File: src/rtl/seq_restoring_divider.sv
// Multi-cycle unsigned restoring divider. Produces one quotient bit per clock
// from a single trial subtractor, computed as A + ~B + 1.
//
// Ports:
//   clk          rising-edge clock
//   rst_n        asynchronous active-low reset
//   start        request a division; sampled only while idle
//   dividend     numerator, captured on an accepted start
//   divisor      denominator, captured on an accepted start
//   busy         high while a division is running or presenting its result
//   done         one-cycle pulse when quotient/remainder are final
//   quotient     result quotient (held until the next accepted start)
//   remainder    result remainder (held until the next accepted start)
//   div_by_zero  valid with done; set when the divisor was zero
module seq_restoring_divider #(
    parameter int unsigned WIDTH = 8
) (
    input  logic             clk,
    input  logic             rst_n,
    input  logic             start,
    input  logic [WIDTH-1:0] dividend,
    input  logic [WIDTH-1:0] divisor,
    output logic             busy,
    output logic             done,
    output logic [WIDTH-1:0] quotient,
    output logic [WIDTH-1:0] remainder,
    output logic             div_by_zero
);

    localparam int unsigned CntW = $clog2(WIDTH + 1);

    typedef enum logic [1:0] {StIdle, StRun, StDone} state_e;

    state_e           state_q, state_d;
    logic [CntW-1:0]  count_q, count_d;
    // The partial remainder is always below the divisor between steps, so its
    // top bit is zero and only WIDTH bits are stored; the shifted trial operand
    // carries the full WIDTH+1 bits.
    logic [WIDTH-1:0] prem_q, prem_d;
    logic [WIDTH-1:0] quo_q, quo_d;
    logic [WIDTH-1:0] dvs_q, dvs_d;
    logic             dbz_q, dbz_d;

    logic [WIDTH:0]   shifted;
    logic [WIDTH:0]   diff;
    logic             borrow;

    // Trial subtraction. |shifted - divisor| < 2^WIDTH, so the sign of the
    // (WIDTH+1)-bit difference is exactly the borrow.
    always_comb begin
        shifted = {prem_q, quo_q[WIDTH-1]};
        diff    = shifted + {1'b1, ~dvs_q} + {{WIDTH{1'b0}}, 1'b1};
        borrow  = diff[WIDTH];
    end

    always_comb begin
        state_d = state_q;
        count_d = count_q;
        prem_d  = prem_q;
        quo_d   = quo_q;
        dvs_d   = dvs_q;
        dbz_d   = dbz_q;

        unique case (state_q)
            StIdle: begin
                if (start) begin
                    if (divisor != '0) begin
                        quo_d   = dividend;
                        dvs_d   = divisor;
                        prem_d  = '0;
                        count_d = CntW'(WIDTH);
                        dbz_d   = 1'b0;
                        state_d = StRun;
                    end else begin
                        quo_d   = '1;
                        prem_d  = dividend;
                        dbz_d   = 1'b1;
                        state_d = StDone;
                    end
                end
            end
            StRun: begin
                quo_d   = {quo_q[WIDTH-2:0], ~borrow};
                // Restore: keep the shifted value when the trial borrowed.
                prem_d  = borrow ? shifted[WIDTH-1:0] : diff[WIDTH-1:0];
                count_d = count_q - CntW'(1);
                if (count_q == CntW'(1)) begin
                    state_d = StDone;
                end
            end
            StDone: begin
                state_d = StIdle;
            end
            default: begin
                state_d = StIdle;
            end
        endcase
    end

    always_ff @(posedge clk or negedge rst_n) begin
        if (!rst_n) begin
            state_q <= StIdle;
            count_q <= '0;
            prem_q  <= '0;
            quo_q   <= '0;
            dvs_q   <= '0;
            dbz_q   <= 1'b0;
        end else begin
            state_q <= state_d;
            count_q <= count_d;
            prem_q  <= prem_d;
            quo_q   <= quo_d;
            dvs_q   <= dvs_d;
            dbz_q   <= dbz_d;
        end
    end

    always_comb begin
        busy        = (state_q != StIdle);
        done        = (state_q == StDone);
        quotient    = quo_q;
        remainder   = prem_q;
        div_by_zero = dbz_q;
    end

endmodule
File: config.mk
export PLATFORM = sky130hd
export DESIGN_NAME = seq_restoring_divider
export DESIGN_NICKNAME = d
export VERILOG_FILES = /design/src/rtl/seq_restoring_divider.sv
export SDC_FILE = /design/constraint.sdc
export NUM_CORES = 1
export LEC_CHECK = 0
export CAP_MARGIN = 20
export CORE_ASPECT_RATIO = 2
export CORE_MARGIN = 2
export CORE_UTILIZATION = 55
export CTS_CLUSTER_DIAMETER = 80
export DETAILED_ROUTE_END_ITERATION = 7
export HOLD_SLACK_MARGIN = 0.02
export PLACE_DENSITY = 0.84
export RECOVER_POWER = 100
export SYNTH_ARGS = -nofsm -noshare
export SYNTH_HDL_FRONTEND = slang
export SYNTH_SLANG_ARGS = --single-unit
File: constraint.sdc
create_clock -name clk -period 6.2 [get_ports clk]
set_clock_uncertainty 0.05 [all_clocks]
set_input_delay 1.24 -clock clk [delete_from_list [all_inputs] [get_ports clk]]
set_output_delay 1.24 -clock clk [all_outputs]
set_load 0.05 [all_outputs]
==> results.py, run 1 <==
metrics = {
    "global_route": {
        "antenna_found_initial": 0,
        "grt_overflow": 0,
        "gr-usage-all-layers_pct": 27.19,
        "grt_pass1_wl_um": 7990,
        "grt_pass1_vias": 1769,
        "grt_max_degree": 32,
    },
    "worst_setup_path": {
        "critPathLaunch": "state_q[1]",
        "slowest_stage": "dlygate4sd3_1",
        "reg2reg_to": "remainder[3]",
        "worstPathArrival_ns": 1.88,
        "end_kind": "primary output",
        "crit_path_end": "done",
        "startpoint_type": "register",
        "worst-path-buf-inv": 1,
        "path_depth": 2,
        "worst_path_dominant_cell_family": "buffers and inverters",
        "timing_worst_setup_path_type": "register to primary output",
        "critPathMaxFanout": 13,
        "r2r_start": "quotient[7]",
        "crit_chain": "nor2b_1 > dlygate4sd3_1",
        "required_ns": 4.91,
        "r2r_slack_ns": 3.06,
        "rr_worst_depth": 9,
        "slowest_delay_ns": 0.88,
    },
    "yosys": {
        "post_synth.cell_area_avg_um2": 8.544,
        "yosys.area.top_type": "dfrtp_1",
        "synth_common_cells": "nand2_1 (35), dfrtp_1 (31), nor2_1 (27)",
        "synthCells": 222,
        "yosys.area_share.simple_pct": 21.90,
        "synth_compound_area_share_pct": 19.66,
        "synthAdderAreaFrac_pct": 7.652,
        "yosys.area_share.xor_xnor_pct": 1.847,
        "muxShareOfSynthArea_pct": 3.166,
        "ys_warn_count": 0,
        "synth_top_family_by_area": "simple AND/OR/NAND/NOR gates",
        "synth_area_leaders": "dfrtp_1 (41%), nand2_1 (6.9%), ha_1 (6.6%)",
        "yosys.area.top_type_share_pct": 40.90,
        "syn_nets": 252,
        "syn_area_um2": 1897,
        "synth-seq-cells": 31,
        "yosysMostFrequentCell": "nand2_1",
        "synth.distinct_cells": 45,
        "async_flop_share_pct": 100.0,
        "seq_area_frac_synth_pct": 40.90,
        "synth_edf_count": 0,
        "synth_top_flop_cell": "dfrtp_1",
    },
    "clocking": {
        "cts_sinks": 31,
        "clk_pin_slew_worst_paths_ns": 0.06,
        "clk_latency_ns": 0.28,
        "clock_path_buffers": 2,
        "post_cts_resized": 0,
        "root_buffer": "clkbuf_8",
        "post_cts_buffers": 0,
        "hold_buffers": 0,
        "cts-buffers-inserted": 5,
        "cts_max_level": 2,
        "cts_tree": "built",
    },
    "floorplanning": {
        "num_rows": 30,
        "pin_count": 38,
        "start_util_pct": 56.78,
        "coreArea_um2": 3341,
        "die_h_um": 87.05,
        "die-area_um2": 3963,
        "fp.dieW_um": 45.53,
    },
    "outcome": {
        "violations": "max-capacitance violations, max-slew violations",
        "status": "complete, but fails checks",
    },
    "route": {
        "drtIter0Drc": 45,
        "drt-total-wl_um": 4650,
        "wl_per_cell_um": 16.09,
        "dr.pass1.iters": 4,
        "ant_nets": 0,
        "vias": 1724,
        "vias_per_cell": 5.965,
        "drc": 0,
    },
    "place": {
        "hpwl_um": 3556,
        "place_congestion": 0.8452,
        "port_buffers": 37,
    },
    "timing": {
        "finalSetupViolations": 0,
        "finalMaxSlewViolations": 32,
        "rsz0062_at_grt": "no",
        "fmax_mhz": 315.3,
        "max_slew_margin_pct": -9.185,
        "timing.setup.tns_ns": 0,
        "post-route-period-util_pct": 51.15,
        "worstMarginPinSlew_ns": 1.638,
        "hold_ws_ns": 0.4361,
        "hold_viol": 0,
        "fin_crit_ns": 3.171,
    },
    "final_layout": {
        "insertedDiodeCount": 0,
        "drive_gt1_share_pct": 4.280,
        "n_fill_cell": 273,
        "syn_to_final_growth_pct": 23.55,
        "final_nets": 286,
    },
    "hold_path": {
        "min_path_type": "register to register",
    },
    "flow_run": {
        "cap_violations": 1,
    },
}
==> stage by stage <==
step	instances	cell area, um2	utilization, %	setup WS (ns)
after floorplan	222	1897	-	3.482
after global placement	281	2271	67.98	2.955
after detailed placement	281	2271	67.98	2.885
after CTS	289	2352	70.41	3.091
after global routing	289	2344	70.15	2.833
final	289	2344	70.15	3.029
==> flip-flops by register name (all words and copies together) (netlist names) <==
signal / count
state_q: 2
count_q: 4
remainder: 8
dvs_q: 8
div_by_zero: 1
quotient: 8
==> worst min path at each step <==
| stage | start | end | cells past startpoint |
|---|---|---|---|
| finish | div_by_zero | div_by_zero | 2 |
| global route | dvs_q[4] | dvs_q[4] | 2 |
| CTS | dvs_q[3] | dvs_q[3] | 2 |
| detailed placement | dvs_q[3] | dvs_q[3] | 2 |
| global placement | dvs_q[0] | dvs_q[0] | 2 |
| floorplan | dvs_q[1] | dvs_q[1] | 2 |
==> worst min-delay path, cell delays in order (launching register included) <==
cell,delay (ns)
dfrtp_1,0.33
nand2_1,0.05
o21ai_0,0.07
==> cell families after synthesis <==
family / Yosys count
and+or+nand+nor: 91
AOI/OAI and AO/OA: 55
DFF: 31
buffers and inverters: 24
adders and majority gates: 11
muxes: 6
xor gates and xnor gates: 4
==> layout make-up <==
class	count	area [um2]	share of cell area (%)
Clock inverter	1	5.005	0.2136
Sequential cell	31	775.7	33.10
Clock buffer	7	76.32	3.257
Tap cell	32	40.04	1.708
Timing Repair Buffer	38	374.1	15.96
Multi-Input combinational cell	167	1023	43.67
Inverter	13	48.80	2.082
==> metal layers <==
| metal | vias up | track usage, % | wire, um |
|---|---|---|---|
| li1 | 847 | - | - |
| met1 | 832 | 30.15 | 1782 |
| met2 | 34 | 48.78 | 2637 |
| met3 | 11 | 4.357 | 127 |
| met4 | 0 | 10.43 | 104 |
| met5 | - | 0 | 0 |
==> cells in the final DEF (no fill, tap or decap), types with 6 or more instances in the layout <==
master,instances
inv_1,13
dlygate4sd3_1,22
a21oi_1,11
clkdlybuf4s50_1,15
nand2_1,35
nor2_1,27
dfrtp_1,31
o22ai_1,10
o21ai_0,10
mux2i_1,6
ha_1,10
Power of run 1 is not shown: default switching activity piles up to over one toggle a cycle in this logic, so the estimate is an artifact.
==> run 2: changes to the inputs <==
--- a/config.mk
+++ b/config.mk
@@ -8,11 +8,11 @@
 export CAP_MARGIN = 20
 export CORE_ASPECT_RATIO = 2
 export CORE_MARGIN = 2
-export CORE_UTILIZATION = 55
+export CORE_UTILIZATION = 51
 export CTS_CLUSTER_DIAMETER = 80
 export DETAILED_ROUTE_END_ITERATION = 7
 export HOLD_SLACK_MARGIN = 0.02
-export PLACE_DENSITY = 0.84
+export PLACE_DENSITY = 0.79
 export RECOVER_POWER = 100
 export SYNTH_ARGS = -nofsm -noshare
 export SYNTH_HDL_FRONTEND = slang
==> constraint.sdc (replaced) <==
create_clock -name clk -period 3.2 [get_ports clk]
set_clock_uncertainty 0.05 [all_clocks]
set_input_delay 0.64 -clock clk [delete_from_list [all_inputs] [get_ports clk]]
set_output_delay 0.64 -clock clk [all_outputs]
set_load 0.05 [all_outputs]
==> run 2 against run 1 <==
  * Global-route usage fell by 2.5 points
  * Wire length shrank 0.95%
  * Sequential share of layout area decreased by 0.93 points
  * Highest routed layer unchanged
  * Critical path depth is 7 higher
  * The flow still finishes with violations (max-capacitance violations, max-slew violations)
  * Largest cell class unchanged
  * Critical endpoint is now remainder[3]
  * Hold slack got worse by 0.0088 ns
  * First-iteration DRC count rose by 6.7%
==> results.py, run 2 (synthesis gave the netlist of run 1 again) <==
metrics = {
    "route": {
        "wl_per_cell_um": 14.91,
        "drc": 0,
        "vias_per_cell": 5.741,
        "drtIter0Drc": 48,
        "ant_nets": 0,
        "vias": 1774,
        "drt-total-wl_um": 4606,
        "dr.pass1.iters": 4,
    },
    "clocking": {
        "clk_pin_slew_worst_paths_ns": 0.06,
        "post_cts_resized": 0,
        "hold_buffers": 0,
        "root_buffer": "clkbuf_8",
        "clk_latency_ns": 0.28,
        "clock_path_buffers": 2,
        "cts_max_level": 2,
        "cts_sinks": 31,
        "cts_tree": "built",
        "post_cts_buffers": 0,
        "cts-buffers-inserted": 5,
    },
    "timing": {
        "fmax_mhz": 352.4,
        "rsz0062_at_grt": "no",
        "timing.setup.tns_ns": 0,
        "hold_viol": 0,
        "finalMaxSlewViolations": 32,
        "fin_crit_ns": 2.838,
        "post-route-period-util_pct": 88.68,
        "max_slew_margin_pct": -9.993,
        "finalSetupViolations": 0,
        "worstMarginPinSlew_ns": 1.650,
    },
    "final_layout": {
        "syn_to_final_growth_pct": 27.11,
        "insertedDiodeCount": 0,
        "layout_common_cells": "nand2_1 (35), dfrtp_1 (31), nor2_1 (27)",
        "drive_gt1_share_pct": 6.154,
        "final_core_util_pct": 66.84,
        "final_nets": 289,
        "layout_commonest_cell": "nand2_1",
    },
    "global_route": {
        "grt_pass1_wl_um": 7679,
        "antenna_found_initial": 0,
        "grt_max_degree": 32,
        "gr-usage-all-layers_pct": 24.71,
        "grt_pass1_vias": 1688,
        "grt_overflow": 0,
    },
    "worst_setup_path": {
        "worstPathArrival_ns": 3.01,
        "slowest_stage": "or4_1",
        "worst-path-buf-inv": 2,
        "timing_worst_setup_path_type": "register to register",
        "required_ns": 3.37,
        "worst_path_dominant_cell_family": "compound AO/OA/AOI/OAI gates",
        "end_kind": "register",
        "startpoint_type": "register",
        "slowest_delay_ns": 0.57,
        "crit_chain": "inv_1 > ha_1 > inv_1 > fa_1 > a211oi_2 > o211ai_1 > a221o_1 > or4_1 > nand3_1",
        "critPathMaxFanout": 12,
        "crit_top_cell": "inv_1",
    },
    "outcome": {
        "violations": "max-capacitance violations, max-slew violations",
        "status": "complete, but fails checks",
    },
    "floorplanning": {
        "fp.dieW_um": 47.13,
        "num_rows": 31,
        "start_util_pct": 52.58,
        "die_h_um": 90.25,
        "coreArea_um2": 3607,
        "die-area_um2": 4253,
        "pin_count": 38,
    },
    "place": {
        "hpwl_um": 3496,
        "place_congestion": 0.9223,
        "port_buffers": 37,
    },
    "hold_path": {
        "min_path_type": "register to register",
    },
    "flow_run": {
        "cap_violations": 1,
    },
}
[run 2: cell types whose count changed in the layout (fill, tap and decap cells not counted), sizes merged]
cell           delta
buf               +3
clkbuf            +1
clkdlybuf4s50     +1
clkinv            -1
dlygate4sd3       -1
[run 2: worst paths after layout]
| kind | startpoint | endpoint | slack (ns) | cells after the start |
|---|---|---|---|---|
| min in group asynchronous | rst_n | quotient[2] | 1.26 | 2 |
| min | dvs_q[7] | dvs_q[7] | 0.43 | 2 |
| max | quotient[7] | remainder[3] | 0.36 | 9 |
| max in group asynchronous | rst_n | div_by_zero | 0.88 | 2 |
| min reg2reg | dvs_q[7] | dvs_q[7] | 0.43 | 2 |
| max reg2reg | quotient[7] | remainder[3] | 0.36 | 9 |
[run 2: metrics by stage]
stage                     worst slack, ns  std cells  instance area [um2]  hold WS [ns]
after floorplan                    0.4818        222                 1897        0.2944
after global placement             0.4604        301                 2315        0.4084
after detailed placement           0.3834        301                 2315        0.4128
after CTS                          0.3531        309                 2415        0.4282
after global routing               0.2184        309                 2411        0.4523
final                              0.3624        309                 2411        0.4273
[run 2: final cells by class]
type,count,area (um2)
fill,313,1196
multi-input combinational,167,1028
sequential,31,775.7
timing repair buffer,41,396.6
clock buffer,8,100.1
tap,49,61.31
inverter,13,48.80
[run 2: worst register-to-register path: stages, from the launching register on]
cell,delay (ns)
dfrtp_1,0.39
inv_1,0.08
ha_1,0.15
inv_1,0.05
fa_1,0.42
a211oi_2,0.32
o211ai_1,0.14
a221o_1,0.53
or4_1,0.57
nand3_1,0.08
[run 2: routing by layer]
metal / GRT usage [%] / part of all wire, % / up-vias
met5: 0 / 0 / -
met2: 40.53 / 54 / 47
met4: 9.954 / 2.8 / 0
li1: - / - / 862
met1: 30.33 / 40 / 854
met3: 4.418 / 3.5 / 11
Power of run 2 is left out for the same reason.
==> run 3: changes to the inputs <==
--- a/config.mk
+++ b/config.mk
@@ -14,6 +14,7 @@
 export HOLD_SLACK_MARGIN = 0.02
 export PLACE_DENSITY = 0.79
 export RECOVER_POWER = 100
+export SKIP_LAST_GASP = 1
 export SYNTH_ARGS = -nofsm -noshare
 export SYNTH_HDL_FRONTEND = slang
 export SYNTH_SLANG_ARGS = --single-unit
==> results of run 3 <==
Final layout, timing and power as in run 2 (identical DEF).
Power of run 3 is left out for the same reason.
